[config.mk]
export PLATFORM = sky130hd
export DESIGN_NAME = sayeh_banked_regfile_flat
export DESIGN_NICKNAME = d
export VERILOG_FILES = /design/src/rtl/sayeh_banked_regfile_pkg.sv /design/src/rtl/sayeh_banked_regfile_if.sv /design/src/rtl/sayeh_banked_regfile_bank.sv /design/src/rtl/sayeh_banked_regfile.sv /design/src/flat_wrapper.sv
export SDC_FILE = /design/constraint.sdc
export NUM_CORES = 1
export LEC_CHECK = 0
export CAP_MARGIN = 20
export CORE_UTILIZATION = 42
export CTS_CLUSTER_DIAMETER = 50
export DETAILED_ROUTE_END_ITERATION = 10
export RECOVER_POWER = 50
export SLEW_MARGIN = 20
export SYNTH_ARGS = -nofsm -noshare
export SYNTH_HDL_FRONTEND = slang
export SYNTH_SLANG_ARGS = --single-unit
[constraint.sdc]
create_clock -name clk -period 3.7 [get_ports clk]
set_input_delay 0.37 -clock clk [delete_from_list [all_inputs] [get_ports clk]]
set_output_delay 0.37 -clock clk [all_outputs]
set_load 0.005 [all_outputs]
[src/rtl/sayeh_banked_regfile_pkg.sv]
// Shared types and helpers for the SAYEH banked register file.
// Context-sequencer states, context op encoding and an address range test.
package sayeh_rf_pkg;

  typedef enum logic [1:0] {
    IDLE,
    COPY,
    DONE
  } ctx_state_t;

  localparam logic CTX_SAVE    = 1'b0;
  localparam logic CTX_RESTORE = 1'b1;

  // Guards non-power-of-2 depths, where an AW-bit index can exceed the array.
  function automatic logic in_range(input int unsigned idx, input int unsigned depth);
    return idx < depth;
  endfunction

endpackage

[src/rtl/sayeh_banked_regfile_if.sv]
// Datapath/control-unit bus of the SAYEH banked register file.
// The master drives addresses, write data and ctx requests; the slave returns reads and ctx status.
interface sayeh_banked_regfile_if #(
  parameter int unsigned WIDTH = 16,
  parameter int unsigned LANE  = 8,
  parameter int unsigned DEPTH = 4
);
  localparam int unsigned NB = WIDTH / LANE;
  localparam int unsigned AW = $clog2(DEPTH);

  logic [AW-1:0]    wr_addr;
  logic [WIDTH-1:0] wr_data;
  logic [NB-1:0]    wr_be;
  logic [AW-1:0]    rd_addr_l;
  logic [AW-1:0]    rd_addr_r;
  logic [WIDTH-1:0] rd_data_l;
  logic [WIDTH-1:0] rd_data_r;
  logic             ctx_req;
  logic             ctx_op;
  logic             ctx_busy;
  logic             ctx_done;

  modport master (
    output wr_addr, wr_data, wr_be, rd_addr_l, rd_addr_r, ctx_req, ctx_op,
    input  rd_data_l, rd_data_r, ctx_busy, ctx_done
  );

  modport slave (
    input  wr_addr, wr_data, wr_be, rd_addr_l, rd_addr_r, ctx_req, ctx_op,
    output rd_data_l, rd_data_r, ctx_busy, ctx_done
  );

endinterface

[src/rtl/sayeh_banked_regfile_bank.sv]
// One DEPTH x WIDTH register bank: byte-lane write port, two async read ports,
// and a full-width copy port (address, write enable, data, readout) used by the context sequencer.
module sayeh_rf_bank
  import sayeh_rf_pkg::*;
#(
  parameter  int unsigned WIDTH = 16,
  parameter  int unsigned LANE  = 8,
  parameter  int unsigned DEPTH = 4,
  localparam int unsigned NB    = WIDTH / LANE,
  localparam int unsigned AW    = $clog2(DEPTH)
) (
  input  logic             clk,
  input  logic             rst,
  input  logic [AW-1:0]    we_addr,
  input  logic [WIDTH-1:0] we_data,
  input  logic [NB-1:0]    we_be,
  input  logic             cp_we,
  input  logic [AW-1:0]    cp_addr,
  input  logic [WIDTH-1:0] cp_data,
  output logic [WIDTH-1:0] cp_q,
  input  logic [AW-1:0]    rd_addr_a,
  output logic [WIDTH-1:0] rd_data_a,
  input  logic [AW-1:0]    rd_addr_b,
  output logic [WIDTH-1:0] rd_data_b
);

  logic [WIDTH-1:0] mem [DEPTH];

  // Copy writes outrank lane writes; the top level never issues both, but the bank stays well defined.
  always_ff @(posedge clk) begin
    if (rst) begin
      for (int unsigned i = 0; i < DEPTH; i++) begin
        mem[i] <= '0;
      end
    end else if (cp_we) begin
      mem[cp_addr] <= cp_data;
    end else if (in_range(32'(we_addr), DEPTH)) begin
      for (int unsigned i = 0; i < NB; i++) begin
        if (we_be[i]) begin
          mem[we_addr][i*LANE +: LANE] <= we_data[i*LANE +: LANE];
        end
      end
    end
  end

  assign cp_q      = mem[cp_addr];
  assign rd_data_a = in_range(32'(rd_addr_a), DEPTH) ? mem[rd_addr_a] : '0;
  assign rd_data_b = in_range(32'(rd_addr_b), DEPTH) ? mem[rd_addr_b] : '0;

endmodule

[src/rtl/sayeh_banked_regfile.sv]
// SAYEH register file: active bank with byte-lane writes and optional write-to-read bypass,
// plus a shadow bank filled/drained one register per cycle by the context sequencer.
module sayeh_banked_regfile
  import sayeh_rf_pkg::*;
#(
  parameter int unsigned WIDTH  = 16,
  parameter int unsigned LANE   = 8,
  parameter int unsigned DEPTH  = 4,
  parameter bit          BYPASS = 1'b1
) (
  input  logic                   clk,
  input  logic                   rst,
  sayeh_banked_regfile_if.slave  bus
);

  localparam int unsigned NB   = WIDTH / LANE;
  localparam int unsigned AW   = $clog2(DEPTH);
  localparam logic [AW-1:0] LAST = AW'(DEPTH - 1);

  ctx_state_t       state;
  logic [AW-1:0]    idx;
  logic             op;
  logic             busy_q;
  logic             done_q;

  logic             wr_ok;
  logic [NB-1:0]    act_be;
  logic             act_cp_we;
  logic             sh_cp_we;
  logic [WIDTH-1:0] act_rd_l;
  logic [WIDTH-1:0] act_rd_r;
  logic [WIDTH-1:0] act_cp_q;
  logic [WIDTH-1:0] sh_cp_q;
  logic [WIDTH-1:0] sh_unused_a;
  logic [WIDTH-1:0] sh_unused_b;
  logic [WIDTH-1:0] rd_l;
  logic [WIDTH-1:0] rd_r;

  always_ff @(posedge clk) begin
    if (rst) begin
      state  <= IDLE;
      idx    <= '0;
      op     <= CTX_SAVE;
      busy_q <= 1'b0;
      done_q <= 1'b0;
    end else begin
      unique case (state)
        IDLE: begin
          done_q <= 1'b0;
          if (bus.ctx_req) begin
            state  <= COPY;
            op     <= bus.ctx_op;
            idx    <= '0;
            busy_q <= 1'b1;
          end
        end
        COPY: begin
          if (idx == LAST) begin
            state  <= DONE;
            idx    <= '0;
            busy_q <= 1'b0;
            done_q <= 1'b1;
          end else begin
            idx <= idx + 1'b1;
          end
        end
        DONE: begin
          state  <= IDLE;
          done_q <= 1'b0;
        end
        default: begin
          state  <= IDLE;
          idx    <= '0;
          busy_q <= 1'b0;
          done_q <= 1'b0;
        end
      endcase
    end
  end

  // A write in the ctx accept cycle lands before COPY starts, so a SAVE captures it.
  assign wr_ok     = (state != COPY) && !rst;
  assign act_be    = wr_ok ? bus.wr_be : '0;
  assign act_cp_we = (state == COPY) && (op == CTX_RESTORE);
  assign sh_cp_we  = (state == COPY) && (op == CTX_SAVE);

  sayeh_rf_bank #(
    .WIDTH (WIDTH),
    .LANE  (LANE),
    .DEPTH (DEPTH)
  ) u_active (
    .clk       (clk),
    .rst       (rst),
    .we_addr   (bus.wr_addr),
    .we_data   (bus.wr_data),
    .we_be     (act_be),
    .cp_we     (act_cp_we),
    .cp_addr   (idx),
    .cp_data   (sh_cp_q),
    .cp_q      (act_cp_q),
    .rd_addr_a (bus.rd_addr_l),
    .rd_data_a (act_rd_l),
    .rd_addr_b (bus.rd_addr_r),
    .rd_data_b (act_rd_r)
  );

  sayeh_rf_bank #(
    .WIDTH (WIDTH),
    .LANE  (LANE),
    .DEPTH (DEPTH)
  ) u_shadow (
    .clk       (clk),
    .rst       (rst),
    .we_addr   ('0),
    .we_data   ('0),
    .we_be     ('0),
    .cp_we     (sh_cp_we),
    .cp_addr   (idx),
    .cp_data   (act_cp_q),
    .cp_q      (sh_cp_q),
    .rd_addr_a (idx),
    .rd_data_a (sh_unused_a),
    .rd_addr_b (idx),
    .rd_data_b (sh_unused_b)
  );

  // Per-lane bypass; out-of-range write addresses are dropped, so they never forward.
  always_comb begin
    rd_l = act_rd_l;
    rd_r = act_rd_r;
    if (BYPASS && wr_ok && in_range(32'(bus.wr_addr), DEPTH)) begin
      for (int unsigned i = 0; i < NB; i++) begin
        if (bus.wr_be[i]) begin
          if (bus.wr_addr == bus.rd_addr_l) rd_l[i*LANE +: LANE] = bus.wr_data[i*LANE +: LANE];
          if (bus.wr_addr == bus.rd_addr_r) rd_r[i*LANE +: LANE] = bus.wr_data[i*LANE +: LANE];
        end
      end
    end
  end

  assign bus.rd_data_l = rd_l;
  assign bus.rd_data_r = rd_r;
  assign bus.ctx_busy  = busy_q;
  assign bus.ctx_done  = done_q;

endmodule
[src/flat_wrapper.sv]
// flat-port wrapper written by rule: the top's interface ports become plain ports
module sayeh_banked_regfile_flat import sayeh_rf_pkg::*;
#(
  parameter int unsigned WIDTH  = 16,
  parameter int unsigned LANE   = 8,
  parameter int unsigned DEPTH  = 4,
  parameter bit          BYPASS = 1'b1
)
  (clk, rst, bus_wr_addr, bus_wr_data, bus_wr_be, bus_rd_addr_l, bus_rd_addr_r, bus_ctx_req, bus_ctx_op, bus_rd_data_l, bus_rd_data_r, bus_ctx_busy, bus_ctx_done);
  sayeh_banked_regfile_if #(.WIDTH(WIDTH), .LANE(LANE), .DEPTH(DEPTH)) bus_i ();
  input  logic clk;
  input  logic rst;
  input wire logic [$bits(bus_i.wr_addr)-1:0] bus_wr_addr;
  input wire logic [$bits(bus_i.wr_data)-1:0] bus_wr_data;
  input wire logic [$bits(bus_i.wr_be)-1:0] bus_wr_be;
  input wire logic [$bits(bus_i.rd_addr_l)-1:0] bus_rd_addr_l;
  input wire logic [$bits(bus_i.rd_addr_r)-1:0] bus_rd_addr_r;
  input wire logic [$bits(bus_i.ctx_req)-1:0] bus_ctx_req;
  input wire logic [$bits(bus_i.ctx_op)-1:0] bus_ctx_op;
  output wire logic [$bits(bus_i.rd_data_l)-1:0] bus_rd_data_l;
  output wire logic [$bits(bus_i.rd_data_r)-1:0] bus_rd_data_r;
  output wire logic [$bits(bus_i.ctx_busy)-1:0] bus_ctx_busy;
  output wire logic [$bits(bus_i.ctx_done)-1:0] bus_ctx_done;
  assign bus_i.wr_addr = bus_wr_addr;
  assign bus_i.wr_data = bus_wr_data;
  assign bus_i.wr_be = bus_wr_be;
  assign bus_i.rd_addr_l = bus_rd_addr_l;
  assign bus_i.rd_addr_r = bus_rd_addr_r;
  assign bus_i.ctx_req = bus_ctx_req;
  assign bus_i.ctx_op = bus_ctx_op;
  assign bus_rd_data_l = bus_i.rd_data_l;
  assign bus_rd_data_r = bus_i.rd_data_r;
  assign bus_ctx_busy = bus_i.ctx_busy;
  assign bus_ctx_done = bus_i.ctx_done;
  sayeh_banked_regfile #(.WIDTH(WIDTH), .LANE(LANE), .DEPTH(DEPTH), .BYPASS(BYPASS)) u_core (.clk(clk), .rst(rst), .bus(bus_i));
endmodule
==> flow_summary.json, run 1 <==
{
  "synth_area_leader_cell": "edfxtp_1",
  "maximum_number_of_pins_on_one_net_before_global_route_repair": 24,
  "synth_cells": 485,
  "min_from": "u_core.bus.ctx_done",
  "timing.clock.skew_ns": 0.0120,
  "setup-violations-final": 0,
  "p_seq_frac": 0.461,
  "drive_gt1_frac": 0.264,
  "postRouteAntennaNets": 0,
  "synthToLayoutAreaGrowth_pct": 20.7,
  "crit_type": "input pin to flip-flop",
  "vdd.ir_drop.worst_v": 0.000332,
  "worst_path_largest_cell_delay_ns": 0.78,
  "gr-usage-all-layers": 0.220,
  "design.die.area_um2": 17800,
  "relSlewSlack": 0.276,
  "wire_length_of_the_first_global_routing_pass_mm": 27.9,
  "cts.clk_slew.worst_paths_ns": 0.06,
  "power.switching_uw": 930,
  "antenna_violations_before_repair": 0,
  "std_cell_rows": 47,
  "cts_setup_buffers": 0,
  "slew_violations": 0,
  "clock.fmax_ghz": 0.300,
  "syn_avg_cell_area_um2": 14.9,
  "worstSetupStartpointType": "input pin",
  "hold_end": "u_core.bus.ctx_done",
  "clock_tree.root_cell": "clkbuf_16",
  "holdCritPathClass": "flip-flop to flip-flop",
  "average_vias_per_placed_instance": 5.71,
  "first_global_vias": 4815,
  "hold_viol_final": 0,
  "drt_pre_antenna_iters": 5,
  "critPathMostFrequentCell": "clkbuf_1",
  "grt_remaining_overflow": 0,
  "combPwrFrac": 0.136,
  "regToRegEndpoint": "u_core.u_active.mem[1][14]",
  "syn-num-nets": 514,
  "switching_share": 0.233,
  "crit_path_max_fanout": 21,
  "synth_cell_types": 39,
  "power_per_cell_area_nw_per_um2": 457,
  "synthDominantCellAreaShare": 0.531,
  "wirelength_mm": 18.4,
  "yosysSeqAreaShare": 0.556,
  "busiest_layer": "met2",
  "cp-end-kind": "flip-flop",
  "initial_core_util": 0.433,
  "cp.required_ns": 3.75,
  "fin_crit_ns": 3.34,
  "grtUsageMet3": 0.0540,
  "use_met2": 0.363,
  "cp_num_buf_inv": 4,
  "ys_seq_elements": 137,
  "final_core_utilization": 0.523,
  "die-height_um": 133,
  "run_status": "complete, no violations",
  "detailedPlace.worstSlack_ns": 0.672,
  "insertion_delay_ns": 0.42,
  "numCtsBuffers": 17,
  "grt_setup_unrepaired": "false",
  "p_clk_frac": 0.403,
  "cts_tree": "done",
  "synth.top_cells.by_area": "edfxtp_1 53%, mux4_2 20%, and2_1 5.7%",
  "worstPathArrival_ns": 3.39,
  "power_leakage_nw": 3.12,
  "cts-hold-fix-buffers": 0,
  "number_of_warnings_reported_in_the_yosys_synthesis_log": 0,
  "synth_area_um2": 7230,
  "gp_congestion": 0.789,
  "finalNetCount": 592,
  "detailedRoute.firstIterationViolations": 398,
  "cts.sink_count": 137,
  "placeableCoreArea_um2": 16700,
  "dr_total_vias": 4549,
  "post-dp-hpwl_mm": 12.7,
  "antenna_cells_inserted": 0,
  "drv.max_cap_violation_count": 0,
  "port_buffers": 61,
  "internal-power_mw": 3.06,
  "avgRoutedWirePerCell_um": 23.1,
  "cts-resized-gates": 0,
  "maximum_level_of_the_cts_h_tree": 4,
  "worst_pin_slew_ns": 1.09,
  "timing.critical_path.cells": "dlygate4sd3_1, clkbuf_1, nor3_1, clkbuf_1, a21o_1, nor2_1, clkbuf_1",
  "min_path_cells": 2,
  "reg2reg_setup_slack_ns": 0.64,
  "drc": 0,
  "cts.path.max_buffers": 2,
  "final.period_utilization": 0.902,
  "fin_ws_ns": 0.362,
  "use_met1": 0.281,
  "top_level_pins": 62,
  "num-fill-cells": 1443,
  "kind_of_cell_adding_the_most_delay_to_the_critical_path": "buffers and inverters",
  "fin_setup_tns_ns": 0,
  "slowest_stage": "dlygate4sd3_1",
  "chipWidth_um": 133,
  "rr_worst_depth": 4
}
[flip-flops by register name (all words and copies together), names as in the netlist, named ones only]
name                 flops
u_core.state             2
u_core.bus.ctx_busy      1
u_core.bus.ctx_done      1
u_core.op                1
u_core.u_shadow.mem     64
u_core.idx               2
u_core.u_active.mem     64
[cell type report]
class                   instances  area (µm²)  area share
multi-input cells             303        3020       0.345
clock buffers                  24         492      0.0563
inverters                      18        67.6     0.00774
repair buffers                 86         785      0.0899
clock inverters                 8        70.1     0.00803
well taps                     220         275      0.0315
flip-flops and latches        137        4020       0.461
[cell usage in the layout, fill, tap and decap left out, types with 5 or more instances in the layout]
cell type / Yosys / final
a22oi_1: 17 / 17
and2_0: 0 / 23
and2_1: 66 / 43
buf_4: 1 / 17
clkbuf_1: 13 / 10
clkbuf_16: 0 / 17
clkdlybuf4s50_1: 0 / 58
clkinv_2: 0 / 5
dfxtp_1: 9 / 9
edfxtp_1: 128 / 128
inv_1: 18 / 18
mux2_2: 31 / 31
mux4_2: 64 / 64
nand2_1: 6 / 6
nand2b_1: 12 / 12
nor2_1: 61 / 61
nor3_1: 4 / 5
[power groups by stage]
stage	Clock (mW)	Sequential, mW	Combinational [mW]
CTS	1.63	1.84	0.553
detailed placement	0	1.87	0.550
finish	1.61	1.84	0.543
global placement	0	1.86	0.545
global route	1.70	1.85	0.576
floorplan	0	1.85	0.316
[how the worst max path moves through the flow]
stage / endpoint / slack, ns / cells past startpoint / start
floorplan: bus_rd_data_r[14] / 1.59 / 4 / bus_rd_addr_r[0]
finish: u_core.u_active.mem[3][9] / 0.36 / 7 / rst
global route: u_core.u_active.mem[3][9] / 0.21 / 7 / rst
CTS: bus_rd_data_l[15] / 0.44 / 5 / u_core.state[0]
detailed placement: bus_rd_data_r[14] / 0.67 / 6 / bus_wr_addr[0]
global placement: bus_rd_data_r[14] / 0.72 / 6 / bus_wr_addr[0]
[worst register-to-register path, cell delays in order, from the launching register on]
cell,delay [ns]
dfxtp_1,0.95
clkbuf_1,0.71
mux4_2,0.63
a22oi_1,0.40
nor2_1,0.10
[metrics by stage]
step / hold slack, ns / std cells / total power [mW] / instance area, µm²
finish: 0.490 / 796 / 3.99 / 8730
CTS: 0.484 / 796 / 4.03 / 8760
floorplan: 0.481 / 485 / 2.16 / 7230
global placement: 0.479 / 764 / 2.41 / 8200
global route: 0.521 / 796 / 4.13 / 8730
detailed placement: 0.484 / 764 / 2.42 / 8200
[synth_stat cells]
cell type  instances
edfxtp_1         128
and2_1            66
mux4_2            64
nor2_1            61
mux2_2            31
inv_1             18
a22oi_1           17
clkbuf_1          13
buf_2             12
nand2b_1          12
dfxtp_1            9
nand2_1            6
a21oi_1            4
nor3_1             4
o21ai_1            4
xor2_1             4
or2_2              3
a211o_1            2
a21o_1             2
nor3_2             2
nor4_1             2
nor4_2             2
o21ai_0            2
o22ai_1            2
a211oi_1           1
a41o_1             1
and3b_1            1
buf_4              1
clkbuf_2           1
ha_1               1
mux2_1             1
nand4bb_1          1
nor2_2             1
nor2b_1            1
nor3_4             1
nor3b_1            1
nor3b_4            1
nor4b_1            1
or3_4              1
[logic make-up after synthesis]
| logic type | Yosys count | share of synthesized area |
|---|---|---|
| compound gates | 35 | 0.0332 |
| xor+xnor | 4 | 0.00484 |
| fa+ha+maj | 1 | 0.00173 |
| buf+inv | 45 | 0.0261 |
| flops | 137 | 0.556 |
| mux | 96 | 0.249 |
| simple gates | 167 | 0.129 |
[per-layer routing]
| layer | up-vias | share of wire |
|---|---|---|
| li1 | 2021 | - |
| met1 | 2324 | 0.41 |
| met2 | 173 | 0.50 |
| met3 | 31 | 0.065 |
| met4 | 0 | 0.021 |
| met5 | - | 0 |
(Power assumes the default switching activity.)
==> run 2: changes to the inputs <==
--- a/config.mk
+++ b/config.mk
@@ -13,4 +13,5 @@
 export SLEW_MARGIN = 20
 export SYNTH_ARGS = -nofsm -noshare
 export SYNTH_HDL_FRONTEND = slang
+export SYNTH_HIERARCHICAL = 1
 export SYNTH_SLANG_ARGS = --single-unit
==> run 2 against run 1 <==
  * Sequential share of layout area fell by 4.1 points
  * Critical path depth fell by 3
  * Wire length rose by 13%
  * Sequential power barely moved
  * Critical path type is now flip-flop to flip-flop
  * Highest routed layer is now met5
==> flow_summary.json, run 2 <==
{
  "run_status": "complete, no violations",
  "reg_to_reg_start": "u_core/idx[0]",
  "cts.clk_slew.worst_paths_ns": 0.05,
  "power_per_cell_area_nw_per_um2": 434,
  "detailedRoute.firstIterationViolations": 449,
  "final_hold_slack_ns": 0.421,
  "avgRoutedWirePerCell_um": 21.1,
  "port_buffers": 61,
  "insertion_delay_ns": 0.41,
  "worst_setup_path_startpoint": "u_core/idx[0]",
  "layout_top_registers": "u_core/u_active/mem (64), u_core/u_shadow/mem (64)",
  "synth_area_um2": 8050,
  "postRouteAntennaNets": 0,
  "cts-hold-fix-buffers": 0,
  "worstPathArrival_ns": 3.21,
  "gp_congestion": 0.823,
  "antenna_cells_inserted": 0,
  "synthToLayoutAreaGrowth_pct": 17.9,
  "worst_path_largest_cell_delay_ns": 0.94,
  "power.switching_mw": 1.03,
  "p_seq_frac": 0.446,
  "syn_avg_cell_area_um2": 12.7,
  "timing.clock.skew_ns": 0.00684,
  "numCtsBuffers": 17,
  "finalNetCount": 765,
  "grt_remaining_overflow": 0,
  "combPwrFrac": 0.170,
  "holdCritPathClass": "input pin to flip-flop",
  "final_common_cell": "edfxtp_1",
  "design.die.area_um2": 19700,
  "kind_of_cell_adding_the_most_delay_to_the_critical_path": "compound AO/OA/AOI/OAI gates",
  "fin_crit_ns": 3.04,
  "clock_tree.root_cell": "clkbuf_16",
  "placed_area_um2": 9010,
  "clock.fmax_ghz": 0.329,
  "first_global_vias": 5697,
  "power_leakage_nw": 3.34,
  "cts_setup_buffers": 0,
  "cts.path.max_buffers": 2,
  "most-common-layout-cells": "128 x edfxtp_1, 72 x nand2_1, 64 x mux4_2",
  "std_cell_rows": 50,
  "cts-resized-gates": 0,
  "vdd.ir_drop.worst_v": 0.000297,
  "slew_violations": 0,
  "cts.sink_count": 135,
  "cp.required_ns": 3.87,
  "total_power_mw": 4.12,
  "drive_gt1_frac": 0.215,
  "wire_length_of_the_first_global_routing_pass_mm": 32.2,
  "switching_share": 0.250,
  "crit_path_max_fanout": 18,
  "dr_total_vias": 5634,
  "antenna_violations_before_repair": 1,
  "drt_pre_antenna_iters": 5,
  "final.period_utilization": 0.822,
  "top_level_pins": 62,
  "timing.critical_path.cells": "nand2b_1, a2bb2oi_2, o21ai_0, buf_4",
  "cp-end-kind": "flip-flop",
  "crit_type": "flip-flop to flip-flop",
  "maximum_number_of_pins_on_one_net_before_global_route_repair": 46,
  "average_vias_per_placed_instance": 5.74,
  "internal-power_mw": 3.09,
  "setup-violations-final": 0,
  "hold_viol_final": 0,
  "slowest_stage": "dfxtp_1",
  "wirelength_mm": 20.7,
  "min_from": "rst",
  "chipWidth_um": 140,
  "post-dp-hpwl_mm": 14.3,
  "die-height_um": 140,
  "relSlewSlack": 0.366,
  "drv.max_cap_violation_count": 0,
  "worst_pin_slew_ns": 0.950,
  "p_clk_frac": 0.384,
  "initial_core_util": 0.429,
  "cp_num_buf_inv": 1,
  "gr-usage-all-layers": 0.221,
  "final_cell_area_um2": 9490,
  "maximum_level_of_the_cts_h_tree": 4,
  "drc": 0,
  "grt_setup_unrepaired": "false",
  "worstSetupStartpointType": "flip-flop",
  "final_core_utilization": 0.506,
  "fin_setup_tns_ns": 0,
  "synth_cells": 635,
  "number_of_warnings_reported_in_the_yosys_synthesis_log": 6,
  "placeableCoreArea_um2": 18800,
  "cts_tree": "done"
}
run 2: changes by cell type in the layout (fill, tap and decap cells not counted), sizes merged, moves of 5 or more:
cell    previous run  this run
a21o               2        19
a21oi              4        24
a22oi             17         0
and2              66         3
conb               0        47
nand2              6        72
nand2b            12         7
nand3b             0        16
nor2              62        57
nor3               7        51
o21ai              6        42
run 2: power groups by stage:
stage / sequential [mW] / combinational [mW] / clock (mW)
6_report: 1.84 / 0.699 / 1.58
5_1_grt: 1.85 / 0.747 / 1.66
4_1_cts: 1.84 / 0.701 / 1.60
3_5_place_dp: 1.87 / 0.697 / 0
3_3_place_gp: 1.86 / 0.691 / 0
2_1_floorplan: 1.84 / 0.464 / 0
run 2: final timing paths:
path,cells after the start,slack (ns),end
setup reg to reg,4,0.66,u_core/u_shadow/mem[2][7]
hold reg to reg,2,0.48,u_core/bus.ctx_busy
hold / removal,2,0.42,u_core/bus.ctx_busy
setup / recovery,4,0.66,u_core/u_shadow/mem[2][7]
run 2: layer usage:
metal | track usage | vias up | share of wire
met5 | 0 | - | 0.00048
met4 | 0.0833 | 2 | 0.023
met3 | 0.0390 | 42 | 0.061
met2 | 0.363 | 227 | 0.49
met1 | 0.292 | 2797 | 0.42
li1 | - | 2566 | -
run 2: area by class of cell:
class | count | area [µm²]
Fill cell | 1658 | 9280
Sequential cell | 135 | 3980
Multi-Input combinational cell | 472 | 3820
Timing Repair Buffer | 88 | 768
Clock buffer | 20 | 437
Tap cell | 234 | 293
Clock inverter | 11 | 109
Inverter | 22 | 82.6
run 2: per-stage QoR:
step	std cells	setup slack [ns]
final	982	0.658
after global routing	982	0.460
after CTS	982	0.764
after detailed placement	951	0.583
after global placement	951	0.650
after floorplan	681	1.27
==> run 3: changes to the inputs <==
==> constraint.sdc (replaced) <==
create_clock -name clk -period 2.75 [get_ports clk]
set_input_delay 0.275 -clock clk [delete_from_list [all_inputs] [get_ports clk]]
set_output_delay 0.275 -clock clk [all_outputs]
set_load 0.005 [all_outputs]
==> run 3 against run 2 <==
  * Combinational power up 42%
  * Global-route usage up 0.89 points
  * Via count up 1.2%
  * Wire length up 3.3%
  * Critical path depth up 1
  * Hold slack worse by 0.23 ns
  * Utilization up 1.5 points
==> flow_summary.json, run 3 (synthesis results as in run 2) <==
{
  "run_status": "complete, no violations",
  "dr_total_vias": 5701,
  "reg2reg_setup_slack_ns": 0.15,
  "post-dp-hpwl_mm": 14.8,
  "gp_congestion": 0.823,
  "placeableCoreArea_um2": 18800,
  "cts_tree": "done",
  "fin_crit_ns": 2.64,
  "first_global_vias": 5746,
  "clock_tree.root_cell": "clkbuf_16",
  "wirelength_mm": 21.4,
  "numCtsBuffers": 17,
  "wire_length_of_the_first_global_routing_pass_mm": 33.2,
  "timing.clock.skew_ns": 0.00884,
  "fin_setup_tns_ns": 0,
  "port_buffers": 61,
  "std_cell_rows": 50,
  "crit_path_max_fanout": 8,
  "top_level_pins": 62,
  "drt_pre_antenna_iters": 5,
  "reg_to_reg_start": "u_core/state[1]",
  "power_per_cell_area_nw_per_um2": 610,
  "slew_violations": 0,
  "gr-usage-all-layers": 0.230,
  "cts.clk_slew.worst_paths_ns": 0.06,
  "grt_setup_unrepaired": "false",
  "most-common-layout-cells": "128 x edfxtp_1, 72 x nand2_1, 64 x mux4_2",
  "power_leakage_nw": 3.50,
  "initial_core_util": 0.429,
  "setup.worst_path.end": "bus_rd_data_l[6]",
  "worst_pin_slew_ns": 0.714,
  "crit_type": "flip-flop to primary output",
  "avgRoutedWirePerCell_um": 21.5,
  "design.die.area_um2": 19700,
  "cp-end-kind": "primary output",
  "maximum_number_of_pins_on_one_net_before_global_route_repair": 44,
  "final_common_cell": "edfxtp_1",
  "chipWidth_um": 140,
  "total_power_mw": 5.96,
  "hold_viol_final": 0,
  "clock.fmax_ghz": 0.379,
  "postRouteAntennaNets": 0,
  "num-fill-cells": 1638,
  "drv.max_cap_violation_count": 0,
  "relSlewSlack": 0.524,
  "grt_remaining_overflow": 0,
  "cts.sink_count": 135,
  "cp.required_ns": 2.48,
  "average_vias_per_placed_instance": 5.72,
  "finalNetCount": 778,
  "antenna_violations_before_repair": 1,
  "maximum_level_of_the_cts_h_tree": 4,
  "vdd.ir_drop.worst_v": 0.000448,
  "worst_setup_path_startpoint": "u_core/state[1]",
  "synthToLayoutAreaGrowth_pct": 21.3,
  "die-height_um": 140,
  "setup-violations-final": 0,
  "final.period_utilization": 0.958,
  "cts_setup_buffers": 0,
  "holdCritPathClass": "input pin to flip-flop",
  "cts.path.max_buffers": 2,
  "insertion_delay_ns": 0.42,
  "worstSetupStartpointType": "flip-flop",
  "rr_worst_depth": 7,
  "worstPathArrival_ns": 2.36,
  "drive_gt1_frac": 0.248,
  "drc": 0,
  "layout_top_registers": "u_core/u_active/mem (64), u_core/u_shadow/mem (64)",
  "detailedRoute.firstIterationViolations": 532,
  "regToRegEndpoint": "u_core/u_active/mem[1][13]"
}
-- run 3: cell count changes in the layout (fill, tap and decap cells not counted), sizes merged --
cell	delta
buf	+16
bufinv	+3
clkbuf	-6
clkinv	-2
diode	+1
inv	+3
-- run 3: layer usage --
layer | wire length [µm] | global-route usage | vias to the layer above
li1 | - | - | 2596
met1 | 8750 | 0.296 | 2860
met2 | 10900 | 0.391 | 218
met3 | 1420 | 0.0376 | 27
met4 | 348 | 0.0850 | 0
met5 | 0 | 0 | -
-- run 3: worst min-delay path by stage --
stage / depth (start not counted) / start / end
2_1_floorplan: 2 / u_core/op / u_core/op
3_3_place_gp: 2 / u_core/bus.ctx_busy / u_core/bus.ctx_busy
3_5_place_dp: 2 / u_core/bus.ctx_done / u_core/bus.ctx_done
4_1_cts: 2 / rst / u_core/idx[1]
5_1_grt: 2 / rst / u_core/idx[1]
6_report: 2 / rst / u_core/idx[1]
-- run 3: layout make-up --
| class | instances | area, µm² | area share |
|---|---|---|---|
| flip-flops and latches | 135 | 3980 | 0.408 |
| inverters | 22 | 82.6 | 0.00846 |
| repair buffers | 101 | 930 | 0.0952 |
| multi-input cells | 472 | 3820 | 0.392 |
| well taps | 234 | 293 | 0.0300 |
| clock inverters | 15 | 224 | 0.0229 |
| clock buffers | 17 | 425 | 0.0436 |
| diodes | 1 | 2.50 | 0.000256 |
-- run 3: power breakdown --
group          switching [mW]  internal (mW)  total (mW)
clock                   0.891           1.61        2.50
sequential             0.0601           2.40        2.46
combinational           0.526          0.465       0.992
total                    1.48           4.48        5.96
-- run 3: metrics by stage --
stage                     utilization  hold slack [ns]  cells  cell area (µm²)  worst slack, ns
after detailed placement        0.488            0.483    964             9160            0.145
after floorplan                     -            0.460    681             8220            0.320
after global placement          0.488            0.466    964             9160            0.169
after CTS                       0.523            0.179    996             9810            0.121
after global routing            0.520            0.206    996             9760           0.0262
final                           0.520            0.187    997             9760            0.115
-- run 3: worst max-delay path: stages, from the launching register on --
cell and delay [ns]:
dfxtp_1 0.41, nand2b_2 0.26, buf_4 0.20, nand4_4 0.24
mux2_2 0.32, clkdlybuf4s50_1 0.50
-- run 3: repair_timing --
item,CTS,global route
hold buffers,0,0
endpoints found under the setup margin,1,0
gates resized for setup,1,0
